**src/rtl/acc_cpu_gen2_pkg.sv**
```systemverilog
// acc_cpu_gen2_pkg: shared opcodes, FSM state encoding and instruction field
// position helpers for the second-generation accumulator CPU.
// Optional feature macro used by the design: ACC_CPU_GEN2_IND_EN (indirect addressing).
package acc_cpu_gen2_pkg;

  localparam int OP_W = 3;

  localparam logic [OP_W-1:0] OP_NOT = 3'b000;
  localparam logic [OP_W-1:0] OP_ADC = 3'b001;
  localparam logic [OP_W-1:0] OP_JPA = 3'b010;
  localparam logic [OP_W-1:0] OP_INC = 3'b011;
  localparam logic [OP_W-1:0] OP_STA = 3'b100;
  localparam logic [OP_W-1:0] OP_LDA = 3'b101;
  localparam logic [OP_W-1:0] OP_CLC = 3'b110;
  localparam logic [OP_W-1:0] OP_HLT = 3'b111;

  typedef enum logic [2:0] {
    S_IDLE   = 3'd0,
    S_FETCH  = 3'd1,
    S_DECODE = 3'd2,
    S_IND    = 3'd3,
    S_OPRD   = 3'd4,
    S_EXEC   = 3'd5,
    S_STORE  = 3'd6,
    S_HALT   = 3'd7
  } state_t;

  // Lowest bit of the opcode field in a DW-wide instruction word.
  function automatic int op_lsb(input int dw);
    return dw - OP_W;
  endfunction

  // Position of the addressing-mode bit (1 = indirect), just below the opcode.
  function automatic int am_pos(input int dw);
    return dw - OP_W - 1;
  endfunction

endpackage

```
**src/rtl/acc_cpu_gen2_alu.sv**
```systemverilog
// acc_cpu_gen2_alu: combinational execute stage. Produces the accumulator and
// carry values to be written back at the end of the EXEC state.
module acc_cpu_gen2_alu
  import acc_cpu_gen2_pkg::*;
#(
  parameter int DW = 16
) (
  input  logic [2:0]    opcode,
  input  logic [DW-1:0] ac,
  input  logic [DW-1:0] md,
  input  logic          carry,
  output logic [DW-1:0] ac_nxt,
  output logic          carry_nxt
);

  logic [DW:0] sum_inc;
  logic [DW:0] sum_adc;

  // Both sums are formed one bit wider so the top bit is the carry out.
  assign sum_inc = {1'b0, ac} + {{DW{1'b0}}, 1'b1};
  assign sum_adc = {1'b0, ac} + {1'b0, md} + {{DW{1'b0}}, carry};

  // Select the write-back value per opcode; anything else leaves ac/carry alone.
  always_comb begin
    ac_nxt    = ac;
    carry_nxt = carry;
    case (opcode)
      OP_NOT: ac_nxt = ~ac;
      OP_INC: {carry_nxt, ac_nxt} = sum_inc;
      OP_ADC: {carry_nxt, ac_nxt} = sum_adc;
      OP_LDA: ac_nxt = md;
      OP_CLC: carry_nxt = 1'b0;
      default: ;
    endcase
  end

endmodule

```
**src/rtl/acc_cpu_gen2.sv**
```systemverilog
// acc_cpu_gen2: multi-cycle accumulator CPU with one shared memory port.
// Memory handshake: a request (mem_addr/mem_re/mem_we/mem_wdata) is a Moore
// output of the current state and stays stable until a rising edge with
// mem_ready=1, which completes it (read data is sampled on that same edge).
// mem_re and mem_we are never asserted together.
// Optional feature: define ACC_CPU_GEN2_IND_EN to honour the AM bit and build
// the IND state; otherwise all addressing is direct.
// DW must be at least AW+4 so the opcode, AM bit and operand do not overlap.
module acc_cpu_gen2
  import acc_cpu_gen2_pkg::*;
#(
  parameter int            DW       = 16,
  parameter int            AW       = 12,
  parameter logic [AW-1:0] RESET_PC = '0
) (
  input  logic          clk,
  input  logic          rst_n,
  output logic [AW-1:0] mem_addr,
  output logic          mem_re,
  output logic          mem_we,
  output logic [DW-1:0] mem_wdata,
  input  logic [DW-1:0] mem_rdata,
  input  logic          mem_ready,
  output logic [DW-1:0] ac,
  output logic          carry,
  output logic [AW-1:0] pc,
  output logic          halted
);

  localparam int OP_LSB = op_lsb(DW);
  localparam int AM_BIT = am_pos(DW);

  state_t        state_q;
  state_t        state_d;
  logic [DW-1:0] ir;
  logic [AW-1:0] ma;
  logic [DW-1:0] md;

  logic [2:0]    opcode;
  logic          am;
  logic [AW-1:0] operand;
  logic          ac_pos;
  logic          mem_op;
  logic [AW-1:0] pc_inc;
  logic [DW-1:0] alu_ac;
  logic          alu_carry;
  logic          unused_ir;

  assign opcode  = ir[OP_LSB +: 3];
  assign operand = ir[AW-1:0];
`ifdef ACC_CPU_GEN2_IND_EN
  assign am = ir[AM_BIT];
`else
  assign am = 1'b0;
`endif
  // Bits between the AM bit and the operand field carry no meaning.
  assign unused_ir = ^ir;

  // Jump condition: signed-positive means MSB clear and not zero.
  assign ac_pos = ~ac[DW-1] & (|ac);
  assign mem_op = (opcode == OP_STA) || (opcode == OP_LDA) || (opcode == OP_ADC);
  assign pc_inc = pc + {{(AW-1){1'b0}}, 1'b1};
  assign halted = (state_q == S_HALT);

  acc_cpu_gen2_alu #(.DW(DW)) u_alu (
    .opcode    (opcode),
    .ac        (ac),
    .md        (md),
    .carry     (carry),
    .ac_nxt    (alu_ac),
    .carry_nxt (alu_carry)
  );

  // FSM state register; reset abandons any in-flight request.
  always_ff @(posedge clk or negedge rst_n) begin
    if (!rst_n) state_q <= S_IDLE;
    else        state_q <= state_d;
  end

  // Next-state decode; memory states advance only when mem_ready completes them.
  always_comb begin
    state_d = state_q;
    case (state_q)
      S_IDLE:  state_d = S_FETCH;
      S_FETCH: if (mem_ready) state_d = S_DECODE;
      S_DECODE: begin
        case (opcode)
          OP_NOT, OP_INC, OP_CLC: state_d = S_EXEC;
          OP_HLT:                 state_d = S_HALT;
          OP_JPA:                 state_d = (ac_pos && am) ? S_IND : S_FETCH;
          default: begin
            if (am)                    state_d = S_IND;
            else if (opcode == OP_STA) state_d = S_STORE;
            else                       state_d = S_OPRD;
          end
        endcase
      end
`ifdef ACC_CPU_GEN2_IND_EN
      S_IND: begin
        if (mem_ready) begin
          if (opcode == OP_JPA)      state_d = S_FETCH;
          else if (opcode == OP_STA) state_d = S_STORE;
          else                       state_d = S_OPRD;
        end
      end
`endif
      S_OPRD:  if (mem_ready) state_d = S_EXEC;
      S_EXEC:  state_d = S_FETCH;
      S_STORE: if (mem_ready) state_d = S_FETCH;
      S_HALT:  state_d = S_HALT;
      default: state_d = S_IDLE;
    endcase
  end

  // Moore memory strobes: the request is a pure function of the current state.
  always_comb begin
    mem_addr  = '0;
    mem_re    = 1'b0;
    mem_we    = 1'b0;
    mem_wdata = '0;
    case (state_q)
      S_FETCH: begin
        mem_addr = pc;
        mem_re   = 1'b1;
      end
`ifdef ACC_CPU_GEN2_IND_EN
      S_IND: begin
        mem_addr = operand;
        mem_re   = 1'b1;
      end
`endif
      S_OPRD: begin
        mem_addr = ma;
        mem_re   = 1'b1;
      end
      S_STORE: begin
        mem_addr  = ma;
        mem_we    = 1'b1;
        mem_wdata = ac;
      end
      default: ;
    endcase
  end

  // Architectural and internal registers, updated per state.
  always_ff @(posedge clk or negedge rst_n) begin
    if (!rst_n) begin
      ac    <= '0;
      carry <= 1'b0;
      pc    <= RESET_PC;
      ir    <= '0;
      ma    <= '0;
      md    <= '0;
    end else begin
      case (state_q)
        S_FETCH: if (mem_ready) ir <= mem_rdata;
        S_DECODE: begin
          if ((opcode == OP_JPA) && ac_pos && !am) pc <= operand;
          else                                     pc <= pc_inc;
          if (mem_op) ma <= operand;
        end
`ifdef ACC_CPU_GEN2_IND_EN
        S_IND: begin
          if (mem_ready) begin
            if (opcode == OP_JPA) pc <= mem_rdata[AW-1:0];
            else                  ma <= mem_rdata[AW-1:0];
          end
        end
`endif
        S_OPRD: if (mem_ready) md <= mem_rdata;
        S_EXEC: begin
          ac    <= alu_ac;
          carry <= alu_carry;
        end
        default: ;
      endcase
    end
  end

endmodule
```
**config.mk**
```make
export PLATFORM = sky130hd
export DESIGN_NAME = acc_cpu_gen2
export DESIGN_NICKNAME = d
export VERILOG_FILES = /design/src/rtl/acc_cpu_gen2_pkg.sv /design/src/rtl/acc_cpu_gen2_alu.sv /design/src/rtl/acc_cpu_gen2.sv
export SDC_FILE = /design/constraint.sdc
export NUM_CORES = 1
export LEC_CHECK = 0
export CAP_MARGIN = 20
export CORE_ASPECT_RATIO = 1.1
export CORE_MARGIN = 1.5
export CORE_UTILIZATION = 50
export DETAILED_ROUTE_END_ITERATION = 12
export PLACE_DENSITY = 0.78
export SYNTH_ARGS = -nofsm -noshare
export SYNTH_HDL_FRONTEND = slang
export SYNTH_SLANG_ARGS = --single-unit
```
**constraint.sdc**
```tcl
create_clock -name clk -period 2.4 [get_ports clk]
set_input_delay 0.36 -clock clk [delete_from_list [all_inputs] [get_ports clk]]
set_output_delay 0.36 -clock clk [all_outputs]
set_load 0.01 [all_outputs]
```
==> metrics.cfg <==
[run_status]
status=finished with violations
violations=hold timing

[worst_setup_path]
r2r_cells=8
critPathCaptureType=flop
crit_path_max_fanout=3
r2r-start=ac[0]$_DFFE_PN0P_
path_class=reg2reg
arrival_ns=2.62
required_ns=2.64
critPathLaunchType=flop
rrSetupSlack_ns=0.02
reg2reg_to=ac[12]$_DFFE_PN0P_

[synthesis]
synth_area_um2=5170
async_flop_share=1.00
synth_top_area_share=0.363
synth_edf_count=0
netlist_instances=563
yosys-top-cells-area=dfrtp_1 (36%), mux2_2 (8.5%), o21ai_0 (4.5%)
ys.flop_type=dfrtp_1
synth_seq_area_share=0.363
ys_warn_count=0
synth_top_area_cell=dfrtp_1
synth.ff_latch_count=75
syn-mean-instance-area_um2=9.19
synth_cell_types=71
synth_nets=602

[floorplanning]
start_util=0.518
die_x_um=100
fp.coreArea_um2=9980
fp-row-count=38
die_area_um2=11000
die_y_um=110
pin_count=79

[layout]
nNetsFinal=708
diodes=0
drive_gt1_frac=0.218
fin_area_um2=6610
syn_to_final_growth_pct=27.7

[placement]
hpwl_um=11600
port_buffers=78
dp_slack_ns=-0.0260
placed_cell_area_um2=6330
place_congestion=0.943

[timing]
worst_slack_ns=0.0232
setup_viol=0
fin_crit_sh=0.990
worstMarginPinSlew_ns=0.569
min_period_ns=2.38
maxSlewViolCount=0
fin_skew_ns=0.00796
hold_viol=11
maxClockFrequency_mhz=421
holdWs_ns=-0.0293
rsz0062_at_grt=yes
relSlewSlack=0.621

[global_routing]
grt_overflow_total=0
antenna_found_initial=0
grt_pass1_vias=4808
grt_max_degree=42
grt_pass1_wl_um=25100
track_usage=0.296

[drt]
routedWlPerCell_um=20.1
drc=0
wl_met1_um=6620
vias=5053
dr_wl_met2_um=7680
firstDrtPassIters=5
highest_layer=met4
ant_nets=0
dr_wl_met3_um=1100
drt_iter0_drc=395
viasPerCell=6.36
drt-total-wl_um=16000

[clock_network]
numCtsBuffers=9
htree_levels=3
cts_tree=built
cts.hold.buffers_added=0
clkLatencyLatePin_ns=0.36
clk_pin_slew_ns=0.09
clockRootBuffer=clkbuf_8
cts_buffer_depth=2
clock-sinks=75

[power_and_ir_drop]
p_comb_frac=0.638
p_int_mw=5.11
sw_frac_of_total=0.472
power.density_nw_per_um2=1470
p_leak_nw=2.78
switching_power_mw=4.58
vdd_drop_max_mv=0.720
clkPwrFrac=0.095
sequentialPowerShare=0.267

[run]
drv_cap=0

[hold_path]
hp-class=in2async

[timing repair]
| action | in CTS | in global routing |
|---|---|---|
| gates resized for setup | 2 | 16 |
| hold endpoints to repair | 0 | 0 |
| endpoints found under the setup margin | 15 | 20 |
| pin swaps | 3 | 5 |
| setup buffers | 0 | 3 |
| gates cloned | 0 | 1 |
[layout make-up]
| class | count | area (um2) |
|---|---|---|
| Fill cell | 798 | 3380 |
| Multi-Input combinational cell | 437 | 3130 |
| Sequential cell | 75 | 1880 |
| Timing Repair Buffer | 133 | 1210 |
| Tap cell | 120 | 150 |
| Clock buffer | 10 | 128 |
| Clock inverter | 6 | 50.0 |
| Inverter | 13 | 48.8 |
[worst max-delay path by stage]
stage                      startpoint                 end  slack [ns]  cells past startpoint
floorplan           ac[0]$_DFFE_PN0P_   ac[6]$_DFFE_PN0P_       0.008                      8
global placement    ac[0]$_DFFE_PN0P_   carry$_DFFE_PN0P_        0.03                      8
detailed placement  ac[0]$_DFFE_PN0P_   carry$_DFFE_PN0P_       -0.03                      8
CTS                 ac[0]$_DFFE_PN0P_  ac[12]$_DFFE_PN0P_        0.01                      8
global route        ac[0]$_DFFE_PN0P_   ac[6]$_DFFE_PN0P_       -0.08                      8
finish              ac[0]$_DFFE_PN0P_  ac[12]$_DFFE_PN0P_        0.02                      8
[synthesized netlist by cell type, types with 9 or more instances]
master and instances:
and3_1 26, buf_2 18, nand3_1 21, mux2_2 39, clkbuf_1 15, a31oi_1 15
a22o_1 15, ha_1 18, nor2_1 35, mux2i_1 9, o21ai_0 47, a21oi_1 39
inv_1 12, dfrtp_1 75, nand2_1 37
[power by group through the flow]
stage	clock, mW	sequential, mW	combinational, mW
floorplan	0	2.50	3.61
global placement	0	2.55	5.69
detailed placement	0	2.58	5.77
CTS	0.922	2.57	5.82
global route	0.968	2.67	6.67
finish	0.917	2.59	6.19
[cell families after synthesis]
kind of cell | after synthesis | share of synthesized area
flops | 75 | 0.363
compound gates | 182 | 0.233
simple gates | 174 | 0.182
buf+inv | 51 | 0.0457
xor+xnor | 12 | 0.0203
fa+ha+maj | 20 | 0.0513
mux | 49 | 0.105
[stage by stage]
stage | instances | TNS [ns] | power, mW | hold slack [ns] | utilization
2_1_floorplan | 563 | 0 | 6.11 | 0.0644 | -
5_1_grt | 794 | -0.321 | 10.3 | 0.0169 | 0.662
3_3_place_gp | 774 | 0 | 8.25 | 0.386 | 0.634
6_report | 794 | 0 | 9.70 | -0.0293 | 0.662
4_1_cts | 790 | 0 | 9.31 | 0.000221 | 0.652
3_5_place_dp | 774 | -0.0260 | 8.35 | 0.387 | 0.634
[state kept, by name (all words and copies together), names as in the netlist]
signal and flops:
ac 16, state_q 3, carry 1, md 16
pc 12, ma 12, ir 15
[metal layers]
metal	up-vias	GRT usage
li1	2308	-
met1	2429	0.391
met2	268	0.489
met3	48	0.0362
met4	0	0.131
met5	-	0
[layout by cell type (no fill, tap or decap), drive strengths merged, types with 16 or more instances in the layout]
cell / instances
ha: 18
dfrtp: 75
a31oi: 16
clkdlybuf4s50: 77
nand2: 39
mux2: 40
nor2: 39
o21ai: 56
a21oi: 40
nand3: 21
and3: 26
buf: 56
[critical path: stages, from the launching register on]
cell	delay (ns)
dfrtp_2	0.43
fa_2	0.41
fa_2	0.38
a211oi_4	0.27
o211ai_2	0.17
nand2_2	0.14
o21ai_1	0.11
a211oi_2	0.21
o311ai_1	0.13
Power figures use the tool's default switching activity.
==> variant: new RTL, same settings <==
The parameter `AW` goes from 12 to 11.
--- a/src/rtl/acc_cpu_gen2.sv
+++ b/src/rtl/acc_cpu_gen2.sv
@@ -12,3 +12,3 @@
   parameter int            DW       = 16,
-  parameter int            AW       = 12,
+  parameter int            AW       = 11,
   parameter logic [AW-1:0] RESET_PC = '0
Interface: changed (resized mem_addr and pc); port bits go from 79 to 77. No check against the original RTL was run, so the function may have changed too.
==> variant against the original RTL <==
- synthesized cell count decreased by 3.4%
- total power fell by 1.0%
- sequential cell count is 3 lower
- final area shrank 3.4%
- sequential power fell by 2%
- global-route usage is 1.1 points higher
- combinational power decreased by 2%
- via count decreased by 2.2%
- area after synthesis fell by 3.6%
- cell count shrank 3.5%
- routed wire length about the same
- worst setup slack better by 0.042 ns
- first-iteration DRC count up 22%
- highest routed layer unchanged
==> variant: results (changes against the original RTL) <==
metric,value,unit,change
Crit Path Max Fanout,4,,was 3
clk_skew,0.007886,ns,was 0.007959 ns
GRT Total Usage,30.62,%,was 29.57%
Synth Warn #,0,,unchanged
Slew Limit Fails,0,,unchanged
Largest regs,"ac (16), md (16), ir (14)",,"was ac (16), md (16), ir (15)"
pin count of the biggest net entering global routing,73,,was 42
Slew @ Worst Pin,0.5702,ns,was 0.5689 ns
Hold WC Path Type,primary input to async pin,,unchanged
via/cell ratio,6.452,,was 6.364
pre-CTS WS,-0.02933,ns,was -0.02604 ns
layout cells sized above 1,20.28,%,was 21.81%
Worst-path clk slew,0.08,ns,
initial antenna violation count,0,,unchanged
Synth top cells by count,"dfrtp_1 (72), a21oi_1 (46), nand2_1 (41), mux2_2 (38), nor2_1 (34)",,"was dfrtp_1 (75), o21ai_0 (47), a21oi_1 (39), mux2_2 (39), nand2_1 (37)"
TritonRoute pass-1 iters,5,,unchanged
global-route wire length before repair,25140,um,unchanged
Arrival @ worst endpoint,2.58,ns,was 2.62 ns
Clock Tree Buf Depth,2,,unchanged
Placer Congestion,0.9832,,was 0.9434
hold buffers post-CTS,0,,unchanged
dpl hpwl,11560,um,"was 11,640 um"
vias in the first global route,4725,,"was 4,808"
layout net count,681,,was 708
Synth cell types,76,,was 71
H-tree depth,3,,unchanged
syn nets,583,,was 602
status,completed,,"was finished, violations left"
placed cell area,6116,um2,was 6329 um2
"FFs w/ async S/R, synth",100.0,%,unchanged
clock latency on the worst-skew pair,0.36,ns,about the same
Port Buffers,76,,was 78
LEAKAGE,0.002726,uW,was 0.002784 uW
drt first-iter violations,481,,was 395
sequential element share of the synthesized area,36.13,%,was 36.28%
diode count,0,,unchanged
maximum VDD drop,0.6951,mV,was 0.7201 mV
CTS Buf Count,9,,unchanged
DR WL/cell,20.84,um,was 20.10 um
Fill cells,809,,was 798
root buffer cell,clkbuf_8,,unchanged
Area contributors post-synth,"dfrtp_1 (36%), mux2_2 (8.6%), a21oi_1 (4.6%)",,"was dfrtp_1 (36%), mux2_2 (8.5%), o21ai_0 (4.5%)"
ys flop type,dfrtp_1,,unchanged
[variant: repair_timing]
item | in CTS | in global routing
resized for setup | 3 | 15
buffers inserted | 0 | 1
endpoints found under the setup margin | 4 | 17
cloned | 0 | 0
pin swaps | 1 | 7
[variant: final timing paths]
path / startpoint / endpoint / slack, ns / cells after the start
worst max register to register: md[0] / ac[11] / 0.07 / 8
worst max-delay path: md[0] / ac[11] / 0.07 / 8
max in group asynchronous: rst_n / ac[0] / 2.06 / 2
worst min register to register: ma[4] / ma[4] / 0.52 / 1
worst min-delay path: rst_n / state_q[0] / 0.03 / 2
min in group clk: ma[4] / ma[4] / 0.52 / 1
[variant: cells by family (layout without fill, tap and decap cells)]
group                    after synthesis  after routing  synth area share (%)
adder cells (fa/ha/maj)               20             20                 5.319
AO/OA/AOI/OAI                        177            177                 24.21
buffers and inverters                 53            155                 5.068
AND/OR/NAND/NOR                      169            169                 17.89
flip-flops                            72             72                 36.13
XOR/XNOR                               9              9                 1.581
multiplexers                          44             44                 9.809
[variant: layer usage]
layer | GRT usage (%) | up-vias | wire length, um
met3 | 5.455 | 39 | 1209
met1 | 38.89 | 2387 | 6478
met2 | 52.61 | 264 | 7854
met5 | 0 | - | 0
met4 | 10.56 | 0 | 424
li1 | - | 2252 | -
[variant: critical path, stage by stage, from the launching register on]
cell and delay, ns:
dfrtp_1 0.43, fa_2 0.41, buf_4 0.16, a211oi_4 0.26
o21bai_2 0.11, o22ai_2 0.22, o21ai_2 0.12, and3_1 0.20
o32a_1 0.32
[variant: metrics by stage]
| step | power, uW | std cells |
|---|---|---|
| 4_1_cts | 9309 | 765 |
| 6_report | 9595 | 766 |
| 3_5_place_dp | 8276 | 750 |
| 5_1_grt | 10240 | 766 |
| 3_3_place_gp | 8124 | 750 |
| 2_1_floorplan | 5997 | 544 |
[variant: where the power goes]
part	total [uW]	switching, uW	internal (uW)
Combinational	6050	3200	2850
Sequential	2540	738	1800
Clock	999	496	503
Total	9600	4440	5160
[variant: layout make-up]
cell class | count | area (um2) | area share, %
multi-input cells | 419 | 2995 | 46.92
flip-flops and latches | 72 | 1804 | 28.26
repair buffers | 123 | 1175 | 18.40
well taps | 120 | 150.1 | 2.352
clock buffers | 10 | 137.6 | 2.156
inverters | 17 | 63.81 | 0.9996
clock inverters | 5 | 57.56 | 0.9016
